`config.mk`:
```
export PLATFORM = sky130hd
export DESIGN_NAME = adc_snap_capture_ctrl
export DESIGN_NICKNAME = d
export VERILOG_FILES = /design/src/rtl/adc_snap_capture_ctrl.sv
export SDC_FILE = /design/constraint.sdc
export NUM_CORES = 1
export LEC_CHECK = 0
export BUFFER_PORTS_ARGS = -buffer_cell sky130_fd_sc_hd__buf_2
export CAP_MARGIN = 20
export CORE_MARGIN = 2
export CORE_UTILIZATION = 41
export CTS_BUF_LIST = sky130_fd_sc_hd__clkbuf_8
export CTS_CLUSTER_SIZE = 8
export DETAILED_ROUTE_END_ITERATION = 8
export GPL_ROUTABILITY_DRIVEN = 0
export PLACE_DENSITY_LB_ADDON = 0.05
export SYNTH_ARGS = -nofsm -noshare
export SYNTH_HDL_FRONTEND = slang
export SYNTH_SLANG_ARGS = --single-unit
```
`constraint.sdc`:
```
create_clock -name user_clk -period 3.95 [get_ports user_clk]
set_input_delay 0.5925 -clock user_clk [delete_from_list [all_inputs] [get_ports user_clk]]
set_output_delay 0.5925 -clock user_clk [all_outputs]
set_load 0.01 [all_outputs]
```
`src/rtl/adc_snap_capture_ctrl.sv`:
```
// ADC snapshot capture controller: arm / trigger / burst write into snapshot BRAM plus a polled status word.
// Optional build macro SNAP_CIRC_EN enables pre-trigger circular capture with a programmable post-trigger count.
module adc_snap_capture_ctrl #(
  parameter int ADDR_W = 11,
  parameter int DATA_W = 64
) (
  input  logic              user_clk,
  input  logic              user_rst,
  input  logic [31:0]       ctrl,
  input  logic [DATA_W-1:0] din,
  input  logic              din_vld,
  input  logic              trig,
  output logic [ADDR_W-1:0] bram_addr,
  output logic [DATA_W-1:0] bram_data,
  output logic              bram_we,
  output logic [31:0]       status
);

  typedef enum logic [1:0] {
    S_IDLE    = 2'd0,
    S_ARMED   = 2'd1,
    S_CAPTURE = 2'd2,
    S_DONE    = 2'd3
  } state_e;

  localparam logic [ADDR_W:0]   LAST_COUNT = {1'b0, {ADDR_W{1'b1}}};
  localparam logic [ADDR_W:0]   COUNT_ONE  = {{ADDR_W{1'b0}}, 1'b1};
`ifdef SNAP_CIRC_EN
  localparam logic [ADDR_W-1:0] ADDR_ONE   = {{(ADDR_W-1){1'b0}}, 1'b1};
  localparam logic [ADDR_W-1:0] ADDR_LAST  = {ADDR_W{1'b1}};
`endif

  state_e              state_q, state_d;
  logic                arm_prev_q, stop_prev_q;
  logic [ADDR_W:0]     count_q, count_d;
  logic                wrapped_q, wrapped_d;
  logic [ADDR_W-1:0]   bram_addr_q, addr_d;
  logic [DATA_W-1:0]   bram_data_q;
  logic                bram_we_q, we_d;
  logic [31:0]         status_q, status_d;
  logic                arm_edge_s, stop_edge_s, wr_s, trig_s, do_write_s;
`ifdef SNAP_CIRC_EN
  logic [ADDR_W-1:0]   post_q, post_d, post_load_s;
`endif

  assign arm_edge_s  = ctrl[0] & ~arm_prev_q;
  assign stop_edge_s = ctrl[3] & ~stop_prev_q;
  assign wr_s        = din_vld | ctrl[2];
  assign trig_s      = trig | ctrl[1];

`ifdef SNAP_CIRC_EN
  // Post-trigger length is clamped so the post-trigger data can never overwrite the trigger sample.
  function automatic logic [ADDR_W-1:0] post_clamp(input logic [15:0] p);
    logic [31:0] wide;
    logic [31:0] lim;
    wide = {16'd0, p};
    lim  = (32'd1 << ADDR_W) - 32'd1;
    if (wide > lim) begin
      post_clamp = lim[ADDR_W-1:0];
    end else begin
      post_clamp = wide[ADDR_W-1:0];
    end
  endfunction

  assign post_load_s = post_clamp(ctrl[31:16]);

  logic unused_ctrl_s;
  assign unused_ctrl_s = ^ctrl[15:4];
`else
  logic unused_ctrl_s;
  assign unused_ctrl_s = ^{ctrl[31:16], ctrl[15:4]};
`endif

  // Next-state, write decision and next status word.
  always_comb begin
    state_d    = state_q;
    count_d    = count_q;
    wrapped_d  = wrapped_q;
    addr_d     = bram_addr_q;
    we_d       = 1'b0;
    do_write_s = 1'b0;
    status_d   = 32'd0;
`ifdef SNAP_CIRC_EN
    post_d     = post_q;
`endif

    if (arm_edge_s) begin
      // Arm has priority over everything, including a simultaneous stop edge.
      state_d   = S_ARMED;
      count_d   = '0;
      wrapped_d = 1'b0;
`ifdef SNAP_CIRC_EN
      post_d    = '0;
`endif
    end else begin
      case (state_q)
        S_IDLE: begin
          if (stop_edge_s) begin
            state_d = S_DONE;
          end else begin
            state_d = S_IDLE;
          end
        end
        S_ARMED: begin
          if (stop_edge_s) begin
            state_d = S_DONE;
          end else if (trig_s) begin
            do_write_s = 1'b1;
`ifdef SNAP_CIRC_EN
            post_d = post_load_s;
            if (post_load_s == '0) begin
              state_d = S_DONE;
            end else begin
              state_d = S_CAPTURE;
            end
`else
            state_d = S_CAPTURE;
`endif
          end else begin
`ifdef SNAP_CIRC_EN
            do_write_s = wr_s;
`else
            do_write_s = 1'b0;
`endif
          end
        end
        S_CAPTURE: begin
          if (stop_edge_s) begin
            state_d = S_DONE;
          end else if (wr_s) begin
            do_write_s = 1'b1;
`ifdef SNAP_CIRC_EN
            post_d = post_q - ADDR_ONE;
            if (post_q == ADDR_ONE) begin
              state_d = S_DONE;
            end else begin
              state_d = S_CAPTURE;
            end
`else
            if (count_q == LAST_COUNT) begin
              state_d = S_DONE;
            end else begin
              state_d = S_CAPTURE;
            end
`endif
          end else begin
            state_d = S_CAPTURE;
          end
        end
        S_DONE: begin
          state_d = S_DONE;
        end
        default: begin
          state_d = S_IDLE;
        end
      endcase
    end

    if (do_write_s) begin
      we_d   = 1'b1;
      addr_d = count_q[ADDR_W-1:0];
`ifdef SNAP_CIRC_EN
      // Count stays modulo depth so that in DONE it points at the oldest sample.
      count_d = {1'b0, count_q[ADDR_W-1:0] + ADDR_ONE};
      if (count_q[ADDR_W-1:0] == ADDR_LAST) begin
        wrapped_d = 1'b1;
      end else begin
        wrapped_d = wrapped_q;
      end
`else
      count_d = count_q + COUNT_ONE;
`endif
    end else begin
      we_d = 1'b0;
    end

    status_d[31]       = (state_d == S_DONE);
    status_d[30]       = (state_d == S_ARMED) || (state_d == S_CAPTURE);
    status_d[29]       = wrapped_d;
    status_d[ADDR_W:0] = count_d;
  end

  // All state, edge-detect history and registered outputs.
  always_ff @(posedge user_clk) begin
    if (user_rst) begin
      state_q     <= S_IDLE;
      // Track ctrl through reset so a level held high is not mistaken for a fresh edge.
      arm_prev_q  <= ctrl[0];
      stop_prev_q <= ctrl[3];
      count_q     <= '0;
      wrapped_q   <= 1'b0;
      bram_addr_q <= '0;
      bram_data_q <= '0;
      bram_we_q   <= 1'b0;
      status_q    <= 32'd0;
`ifdef SNAP_CIRC_EN
      post_q      <= '0;
`endif
    end else begin
      state_q     <= state_d;
      arm_prev_q  <= ctrl[0];
      stop_prev_q <= ctrl[3];
      count_q     <= count_d;
      wrapped_q   <= wrapped_d;
      bram_addr_q <= addr_d;
      bram_data_q <= din;
      bram_we_q   <= we_d;
      status_q    <= status_d;
`ifdef SNAP_CIRC_EN
      post_q      <= post_d;
`endif
    end
  end

  assign bram_addr = bram_addr_q;
  assign bram_data = bram_data_q;
  assign bram_we   = bram_we_q;
  assign status    = status_q;

endmodule
```
==> summary.md, run 1 <==
| Metric | Value |
|---|---|
| Peak VDD IR | 0.202 mV |
| CTS tree | done |
| Setup repair after global routing missed its margin | no |
| Share of Yosys cell area claimed by the top area cell type | 0.585 |
| Number of distinct library cells after synthesis | 38 |
| Number of optimization iterations in the first detailed-route pass | 4 |
| Post-cts gate resize count | 0 |
| Crit-path max FO | 13 |
| Startpoint type of the worst setup path | flop |
| Worst R2R Setup Slack | approximately 1.8 ns |
| Beginning of the worst register-to-register path | state_q[0] |
| Library cell occupying the most area in the post-synthesis netlist | dfxtp_1 |
| Worst hold path type | in -> reg |
| Outcome | finished, final reports clean |
| Power per unit of standard cell area | 431 mW/mm2 |
| Overall die height | between 90 and 100 um |
| Via count of the first global-routing pass | 2321 |
| Sort of element at the end of the critical path | flop |
| Buffer cell driving the clock tree root | clkbuf_8 |
| Number of H-tree branching levels | 3 |
| Startpoint-to-endpoint class of the critical path | reg -> reg |
| Post-synth top flop | dfxtp_1 |
| Width of the die | about 93 um |
| Critical path launch point | state_q[0] |
| Worst r2r path cells | 6 |
| Pre-CTS setup slack | around 1.8 ns |
| CP max-delay cell | o211ai_1 |
| DR WL/cell | ~12 um |
| Hold path start | ctrl[3] |
| Number of failing hold endpoints at the final stage | 0 |
| Worst hold endpoint | stop_prev_q |
| Number of clock sinks | 94 |
| Global Route Usage Sum | 0.156 |
| Total DRC errors in the routed layout | 0 |
| Warnings from Yosys | 0 |
| Final setup vio count | 0 |
| Nets | about 560 |
| DRC marker count from the first detailed-route iteration | slightly below 50 |
| Cell row count | 32 |
| Input/output buffers | 161 |
| Largest cells by area after synthesis | dfxtp_1 (58%), nor2b_1 (13%), buf_4 (4.7%) |
| Initial core utilization | 0.421 |
| Post-synthesis async set-or-reset flop share | 0 |
| Sequential-to-total area share from yosys stat | 0.585 |
| Overflow left after global routing | 0 |
| Slowest stage delay, CP | a little over 0.8 ns |
| Initial antenna violation count | 0 |
| Half-perimeter wire length after detailed placement | 4780 um |
| Number of stages on the worst hold path | 1 |
| Count of state elements after synthesis | between 90 and 100 |
| Clock buffers created by TritonCTS | 9 |
| I/O pin count | around 210 |
| Total standard cell area after synthesis | 0.00322 mm2 |
| Clock transition at the registers of the reported paths | approximately 0.090 ns |
| First-pass GRT wire length | 10500 um |
| Final critical-path required period | 2.16 ns |
| Worst path arrival time | ~2.4 ns |
| Post-CTS Hold Fix Bufs | 0 |
| Via density per instance | roughly 4.4 |
| Post-route cell area | 0.00421 mm2 |
| Ranking of synthesized cells by instance count | dfxtp_1 (94), nor2b_1 (68), buf_4 (20), nor2_1 (18), mux2i_1 (12) |
| Worst max-slew margin expressed relative to the limit | 0.338 |
| Wire length after detailed routing | approximately 6600 um |
| Leakage component of the power | about 0.0021 uW |
| Number of antenna-violating nets in the routed design | 0 |
| Number of buffers added for setup after CTS | 0 |
| Cell count after synthesis | around 290 |
| Vias | 2454 |
| Area of the core region | about 0.0076 mm2 |
| Most common cell in the netlist | dfxtp_1 |
| Critical Path RT | roughly 4.2 ns |
| Maximum clock frequency | roughly 460 MHz |
| Final worst clock skew | 0.00764 ns |
| Maximum buffer depth of the clock tree | 2 |
| Max-slew violation count | 0 |
| Transition time at the pin with the least slew margin | about 0.99 ns |
| Period Utilization, post-route | 0.546 |
| Total inserted antenna cells | 0 |
| Post-route setup TNS | 0 ns |
| Fraction of layout cells with a size suffix above 1 | 0.400 |
| Source-to-sink clock delay at the later pin of the worst-skew pair | around 0.35 ns |
| Post-DP Area | roughly 0.0040 mm2 |
| Max-cap viol count | 0 |
| Number of enable flip-flop cells after synthesis | 0 |
| Chain of cells forming the critical path | inv_1, ha_1, o21a_1, o211ai_1, o311ai_0, o41ai_1 |
| Pin count of the biggest net entering global routing | 48 |
| Destination of the worst register-to-register timing path | count_q[10] |
| Worst Setup Slack, final | about 1.8 ns |
| Layout overhead on the synthesized area | 30.9% |
| Average cell area after synthesis | 11.0 um2 |
| Floorplan die area | around 0.0086 mm2 |
==> critical path, delay by kind of cell, from the launching register on <==
| kind | cells | cell delay [ns] |
|---|---|---|
| compound gates | 4 | 1.36 |
| fa+ha+maj | 1 | 0.24 |
| buf+inv | 1 | 0.08 |
| flops | 1 | 0.39 |
==> placed cells by master (no fill, tap or decap), types with 2 or more instances in the layout <==
cell type	count
or4_1	5
or3_1	3
o2111ai_1	3
clkbuf_8	10
buf_4	2
conb_1	18
ha_1	6
inv_6	3
xor2_1	2
o21ai_0	2
nand2b_1	2
nand2_1	3
o21a_1	4
nor2b_1	68
dfxtp_1	94
nor2_1	18
inv_1	4
mux2i_1	12
buf_2	161
a21oi_1	8
nor3_1	2
clkinv_4	2
o31ai_1	5
nand3_1	3
==> worst max-delay path by stage <==
stage / to / depth (start not counted)
finish: count_q[10] / 6
global route: count_q[10] / 6
CTS: count_q[10] / 6
detailed placement: count_q[10] / 5
global placement: count_q[10] / 5
floorplan: status[30] / 6
==> metal layers <==
layer | global-route usage | part of all wire | up-vias
met3 | 0.0521 | 0.094 | 13
met4 | 0.0771 | 0.023 | 0
li1 | - | - | 1249
met5 | 0 | 0 | -
met1 | 0.181 | 0.41 | 1098
met2 | 0.259 | 0.47 | 94
==> cell families after synthesis <==
group                    count (synthesis)  share of synthesized area
AND/OR/NAND/NOR                        111                      0.205
flip-flops                              94                      0.585
buffers and inverters                   35                     0.0688
AO/OA/AOI/OAI                           31                     0.0739
multiplexers                            12                     0.0373
adder cells (fa/ha/maj)                  6                     0.0233
XOR/XNOR                                 2                    0.00545
other                                    1                    0.00117
==> report_power, final <==
part / switching (uW) / internal, uW / leakage [uW]
combinational: 113 / 98.1 / 0.00121
sequential: 12.6 / 991 / 0.000777
clock: 345 / 255 / 0.0000939
==> layout make-up <==
cell class	instances	area (um2)
sequential	94	1880
inverter	4	15.0
timing repair buffer	163	821
tap	102	128
clock inverter	6	51.3
fill	721	3440
multi-input combinational	180	1180
clock buffer	10	138
==> metrics by stage <==
step           instances  power [uW]  hold WS [ns]   util
2_1_floorplan        309        1170         0.506      -
6_report             559        1820         0.359  0.551
3_5_place_dp         543        1240         0.479  0.526
5_1_grt              559        1910         0.351  0.551
3_3_place_gp         543        1240         0.469  0.526
4_1_cts              559        1840         0.338  0.551
==> flip-flops by register name (all words and copies together), names as in the netlist <==
signal,cells
bram_we,1
status,3
count_q,11
arm_prev_q,1
bram_addr,11
stop_prev_q,1
bram_data,64
state_q,2
(Power assumes the default switching activity.)
==> run 2, diff against run 1 <==
==> constraint.sdc (replaced) <==
create_clock -name user_clk -period 2.1 [get_ports user_clk]
set_input_delay 0.315 -clock user_clk [delete_from_list [all_inputs] [get_ports user_clk]]
set_output_delay 0.315 -clock user_clk [all_outputs]
set_load 0.01 [all_outputs]
==> summary.md, run 2 (synthesis results as in run 1) <==
| Metric | Value |
|---|---|
| Leakage component of the power | 0.00211 uW (+1.2%) |
| Global Route Usage Sum | 0.156 (+0.000222) |
| Slowest stage delay, CP | 0.48 ns (-0.34 ns) |
| Vias | 2488 (+1.4%) |
| Hold Slack | 0.0844 ns (-0.275 ns) |
| Number of antenna-violating nets in the routed design | 0 (unchanged) |
| Overall die height | 92.6 um (unchanged) |
| Pre-CTS setup slack | 0.100 ns (-1.65 ns) |
| Commonest cells after routing, fill and taps aside | buf_2 (161), dfxtp_1 (93), nor2b_1 (68) |
| Critical path buffers and inverters | 1 (unchanged) |
| Peak VDD IR | 0.463 mV (+130%) |
| Layout overhead on the synthesized area | 32.6% |
| Via density per instance | 4.41 (+0.49%) |
| Initial antenna violation count | 0 (unchanged) |
| Startpoint-to-endpoint class of the critical path | reg -> reg |
| Final worst clock skew | 0.0156 ns (+0.00796 ns) |
| Post-CTS Hold Fix Bufs | 0 (unchanged) |
| Number of H-tree branching levels | 3 (unchanged) |
| Via count of the first global-routing pass | 2320 (-0.043%) |
| Period Utilization, post-route | 0.934 (+0.387) |
| Width of the die | 92.6 um (unchanged) |
| First-pass GRT wire length | 10600 um (+0.26%) |
| Maximum clock frequency | 510 MHz (+10%) |
| Number of clock sinks | 94 (unchanged) |
| Worst path arrival time | 2.19 ns (-0.22 ns) |
| CTS tree | done |
| Power per unit of standard cell area | 796 mW/mm2 (+85%) |
| Final setup vio count | 0 (unchanged) |
| Worst Setup Slack, final | 0.139 ns (-1.65 ns) |
| Nets | 563 (+0.90%) |
| Total chip power | 3400 uW (+87%) |
| CP max-delay cell | or4bb_1 |
| Total DRC errors in the routed layout | 0 (unchanged) |
| Maximum buffer depth of the clock tree | 2 (unchanged) |
| Max-cap viol count | 0 (unchanged) |
| Overflow left after global routing | 0 (unchanged) |
| Critical Path RT | 2.33 ns (-1.87 ns) |
| Sort of element at the end of the critical path | flop |
| Fraction of layout cells with a size suffix above 1 | 0.411 (+0.0108) |
| Max-slew violation count | 0 (unchanged) |
| Cell row count | 32 (unchanged) |
| Input/output buffers | 161 (unchanged) |
| Wire length after detailed routing | 6820 um (+3.4%) |
| Setup repair after global routing missed its margin | no |
| Total inserted antenna cells | 0 (unchanged) |
| Area of the core region | 0.00765 mm2 (unchanged) |
| Buffer cell driving the clock tree root | clkbuf_8 |
| DRC marker count from the first detailed-route iteration | 79 (+61%) |
| Number of failing hold endpoints at the final stage | 0 (unchanged) |
| Pin count of the biggest net entering global routing | 69 (+44%) |
| Startpoint type of the worst setup path | flop |
| Worst path top cell family by delay | simple AND/OR/NAND/NOR gates |
| Most common cell after layout, fill and taps aside | buf_2 |
| Final critical-path required period | 1.96 ns (-0.198 ns) |
| Source-to-sink clock delay at the later pin of the worst-skew pair | 0.35 ns (about the same) |
| Worst hold path type | in -> reg |
| Initial core utilization | 0.421 (unchanged) |
| Clock buffers created by TritonCTS | 9 (unchanged) |
| Number of optimization iterations in the first detailed-route pass | 4 (unchanged) |
| Outcome | finished, final reports clean |
| Post-route setup TNS | 0 ns (unchanged) |
| Chain of cells forming the critical path | inv_2, ha_4, or4bb_1, o2111ai_1, a41oi_1, a31oi_1, ha_1, nor2b_1 |
| I/O pin count | 208 (unchanged) |
| Clock transition at the registers of the reported paths | 0.08 ns (about the same) |
| DR WL/cell | 12.1 um (+2.5%) |
| Crit-path max FO | 4 (-9) |
| Floorplan die area | 0.00857 mm2 (unchanged) |
| Half-perimeter wire length after detailed placement | 5070 um (+5.9%) |
| Flip-flop count of the largest register, all copies and words added | 64 (unchanged) |
==> run 2: what timing repair did <==
item	CTS	global route
resized for setup	0	4
setup buffers	0	0
endpoints found under the setup margin	0	1
==> run 2: layout make-up <==
class,count,area [um2]
clock buffers,9,124
clock inverters,7,56.3
fillers,713,3380
inverters,4,15.0
multi-input cells,180,1190
flip-flops and latches,94,1880
well taps,102,128
repair buffers,168,871
==> run 2: metrics by stage <==
step / util / instance area, um2 / std cells
floorplan: - / 3280 / 309
detailed placement: 0.533 / 4070 / 548
global route: 0.558 / 4270 / 564
finish: 0.558 / 4270 / 564
global placement: 0.533 / 4070 / 548
CTS: 0.556 / 4250 / 564
==> run 2: final timing paths <==
check | startpoint | endpoint | slack [ns] | cells past startpoint
worst max-delay path | state_q[1] | status[30] | 0.14 | 8
worst min-delay path | ctrl[3] | stop_prev_q | 0.08 | 1
worst max register to register | state_q[1] | status[30] | 0.14 | 8
worst min register to register | bram_addr[9] | bram_addr[9] | 0.50 | 2
==> run 2: where the power goes <==
group | internal, uW | leakage, uW | total (uW) | switching, uW
Clock | 445 | 0.0000896 | 1090 | 649
Combinational | 197 | 0.00124 | 413 | 216
Sequential | 1870 | 0.000777 | 1890 | 25.1
Total | 2510 | 0.00211 | 3400 | 890
==> run 2: worst register-to-register path, cell delays in order, from the launching register on <==
cell	delay [ns]
dfxtp_1	0.35
inv_2	0.09
ha_4	0.14
or4bb_1	0.48
o2111ai_1	0.11
a41oi_1	0.09
a31oi_1	0.21
ha_1	0.26
nor2b_1	0.13
==> run 2: per-layer routing <==
metal | vias to the layer above | part of all wire | track usage
met5 | - | 0 | 0
met4 | 0 | 0.024 | 0.0796
met3 | 15 | 0.080 | 0.0513
met2 | 96 | 0.48 | 0.260
met1 | 1119 | 0.42 | 0.180
li1 | 1258 | - | -
==> run 3, diff against run 2 <==
--- a/config.mk
+++ b/config.mk
@@ -7,13 +7,14 @@
 export LEC_CHECK = 0
 export BUFFER_PORTS_ARGS = -buffer_cell sky130_fd_sc_hd__buf_2
 export CAP_MARGIN = 20
-export CORE_MARGIN = 2
-export CORE_UTILIZATION = 41
+export CORE_MARGIN = 5
+export CORE_UTILIZATION = 43
 export CTS_BUF_LIST = sky130_fd_sc_hd__clkbuf_8
 export CTS_CLUSTER_SIZE = 8
 export DETAILED_ROUTE_END_ITERATION = 8
 export GPL_ROUTABILITY_DRIVEN = 0
 export PLACE_DENSITY_LB_ADDON = 0.05
+export SKIP_CTS_REPAIR_TIMING = 1
 export SYNTH_ARGS = -nofsm -noshare
 export SYNTH_HDL_FRONTEND = slang
 export SYNTH_SLANG_ARGS = --single-unit
==> summary.md, run 3 (synthesis results as in run 1) <==
| Metric | Value |
|---|---|
| Most common cell after layout, fill and taps aside | buf_2 |
| Worst Setup Slack, final | 0.0917 ns (-0.0477 ns) |
| Maximum buffer depth of the clock tree | 2 (unchanged) |
| Nets | 564 (+0.18%) |
| CTS tree | done |
| Leakage component of the power | 0.00211 uW (+0.22%) |
| Worst hold path type | in -> reg |
| Max-slew violation count | 0 (unchanged) |
| Final setup vio count | 0 (unchanged) |
| Cell row count | 31 (-3.1%) |
| Number of clock sinks | 94 (unchanged) |
| Clock transition at the registers of the reported paths | 0.09 ns (about the same) |
| Number of failing hold endpoints at the final stage | 0 (unchanged) |
| Overall die height | 96.5 um (+4.2%) |
| First-pass GRT wire length | 11000 um (+4.4%) |
| Max-cap viol count | 0 (unchanged) |
| Pre-CTS setup slack | 0.0853 ns (-0.0147 ns) |
| Floorplan die area | 0.00931 mm2 (+8.6%) |
| Commonest cells after routing, fill and taps aside | buf_2 (161), dfxtp_1 (93), nor2b_1 (68) |
| Startpoint type of the worst setup path | flop |
| Buffer cell driving the clock tree root | clkbuf_8 |
| Flip-flop count of the largest register, all copies and words added | 64 (unchanged) |
| Pin count of the biggest net entering global routing | 39 (-43%) |
| Transition time at the pin with the least slew margin | 0.527 ns |
| Global Route Usage Sum | 0.154 (-0.00212) |
| I/O pin count | 208 (unchanged) |
| Fraction of layout cells with a size suffix above 1 | 0.413 (+0.00127) |
| Half-perimeter wire length after detailed placement | 5690 um (+12%) |
| Worst max-slew margin expressed relative to the limit | 0.649 |
| Maximum clock frequency | 498 MHz (-2.4%) |
| Source-to-sink clock delay at the later pin of the worst-skew pair | 0.35 ns (about the same) |
| Width of the die | 96.5 um (+4.2%) |
| Via count of the first global-routing pass | 2375 (+2.4%) |
| Number of H-tree branching levels | 3 (unchanged) |
| Worst path arrival time | 2.23 ns (+0.04 ns) |
| DRC marker count from the first detailed-route iteration | 50 (-37%) |
| Number of filler cells placed in the layout | 675 (-5.3%) |
| Startpoint-to-endpoint class of the critical path | reg -> reg |
| Overflow left after global routing | 0 (unchanged) |
| Initial core utilization | 0.444 (+0.0229) |
| Crit-path max FO | 4 (unchanged) |
| DR WL/cell | 13.1 um (+8.4%) |
| Area of the core region | 0.00725 mm2 (-5.2%) |
| Number of antenna-violating nets in the routed design | 0 (unchanged) |
| Total inserted antenna cells | 0 (unchanged) |
| Layout overhead on the synthesized area | 32.4% |
| Setup repair after global routing missed its margin | no |
| Via density per instance | 4.41 (-0.13%) |
| Final worst clock skew | 0.0112 ns (-0.00441 ns) |
| Post-route setup TNS | 0 ns (unchanged) |
| Initial antenna violation count | 0 (unchanged) |
| Clock buffers created by TritonCTS | 9 (unchanged) |
| Total chip power | 3430 uW (+1.1%) |
| Peak VDD IR | 0.446 mV (-3.6%) |
| Input/output buffers | 161 (unchanged) |
| Wire length after detailed routing | 7370 um (+8.1%) |
| Vias | 2476 (-0.48%) |
| Outcome | finished, final reports clean |
| Final critical-path required period | 2.01 ns (+0.0477 ns) |
| Total DRC errors in the routed layout | 0 (unchanged) |
| Number of optimization iterations in the first detailed-route pass | 3 (-1) |
| Period Utilization, post-route | 0.956 (+0.0227) |
| Critical Path RT | 2.33 ns (about the same) |
| Power per unit of standard cell area | 806 mW/mm2 (+1.2%) |
| Sort of element at the end of the critical path | flop |
[run 3: metrics by stage]
step           cells  utilization  hold slack (ns)  cell area [um2]
4_1_cts          562        0.587           0.0577             4260
3_3_place_gp     546        0.560            0.435             4060
6_report         562        0.587           0.0768             4260
3_5_place_dp     546        0.560            0.436             4060
5_1_grt          562        0.587           0.0410             4260
2_1_floorplan    309            -            0.343             3280
[run 3: final timing paths]
kind,startpoint,end,slack (ns),cells after the start
setup / recovery,state_q[1],status[30],0.09,8
hold reg to reg,bram_addr[5],bram_addr[5],0.50,2
setup reg to reg,state_q[1],status[30],0.09,8
hold / removal,ctrl[3],stop_prev_q,0.08,1
[run 3: final cells by class]
type                       count  area [um2]  share of cell area
sequential                    94        1880               0.442
multi-input combinational    180        1180               0.277
timing repair buffer         169         866               0.203
clock buffer                  10         138              0.0323
tap                           99         124              0.0291
clock inverter                 6        55.1              0.0129
inverter                       4        15.0             0.00352
[run 3: report_power, final]
group | switching [uW] | internal, uW | total (uW)
Clock | 650 | 482 | 1130
Sequential | 25.0 | 1870 | 1890
Combinational | 217 | 194 | 411
[run 3: worst max-delay path, stage by stage, from the launching register on]
cell       delay (ns)
dfxtp_2          0.35
inv_1            0.08
ha_2             0.19
or4bb_1          0.50
o2111ai_1        0.11
a41oi_1          0.10
a31oi_1          0.19
ha_1             0.25
nor2b_1          0.12
[run 3: routing by layer]
metal	share of wire	vias to the layer above	GRT usage
li1	-	1270	-
met4	0.011	0	0.0561
met2	0.50	94	0.263
met3	0.11	9	0.0720
met5	0	-	0
met1	0.38	1103	0.168
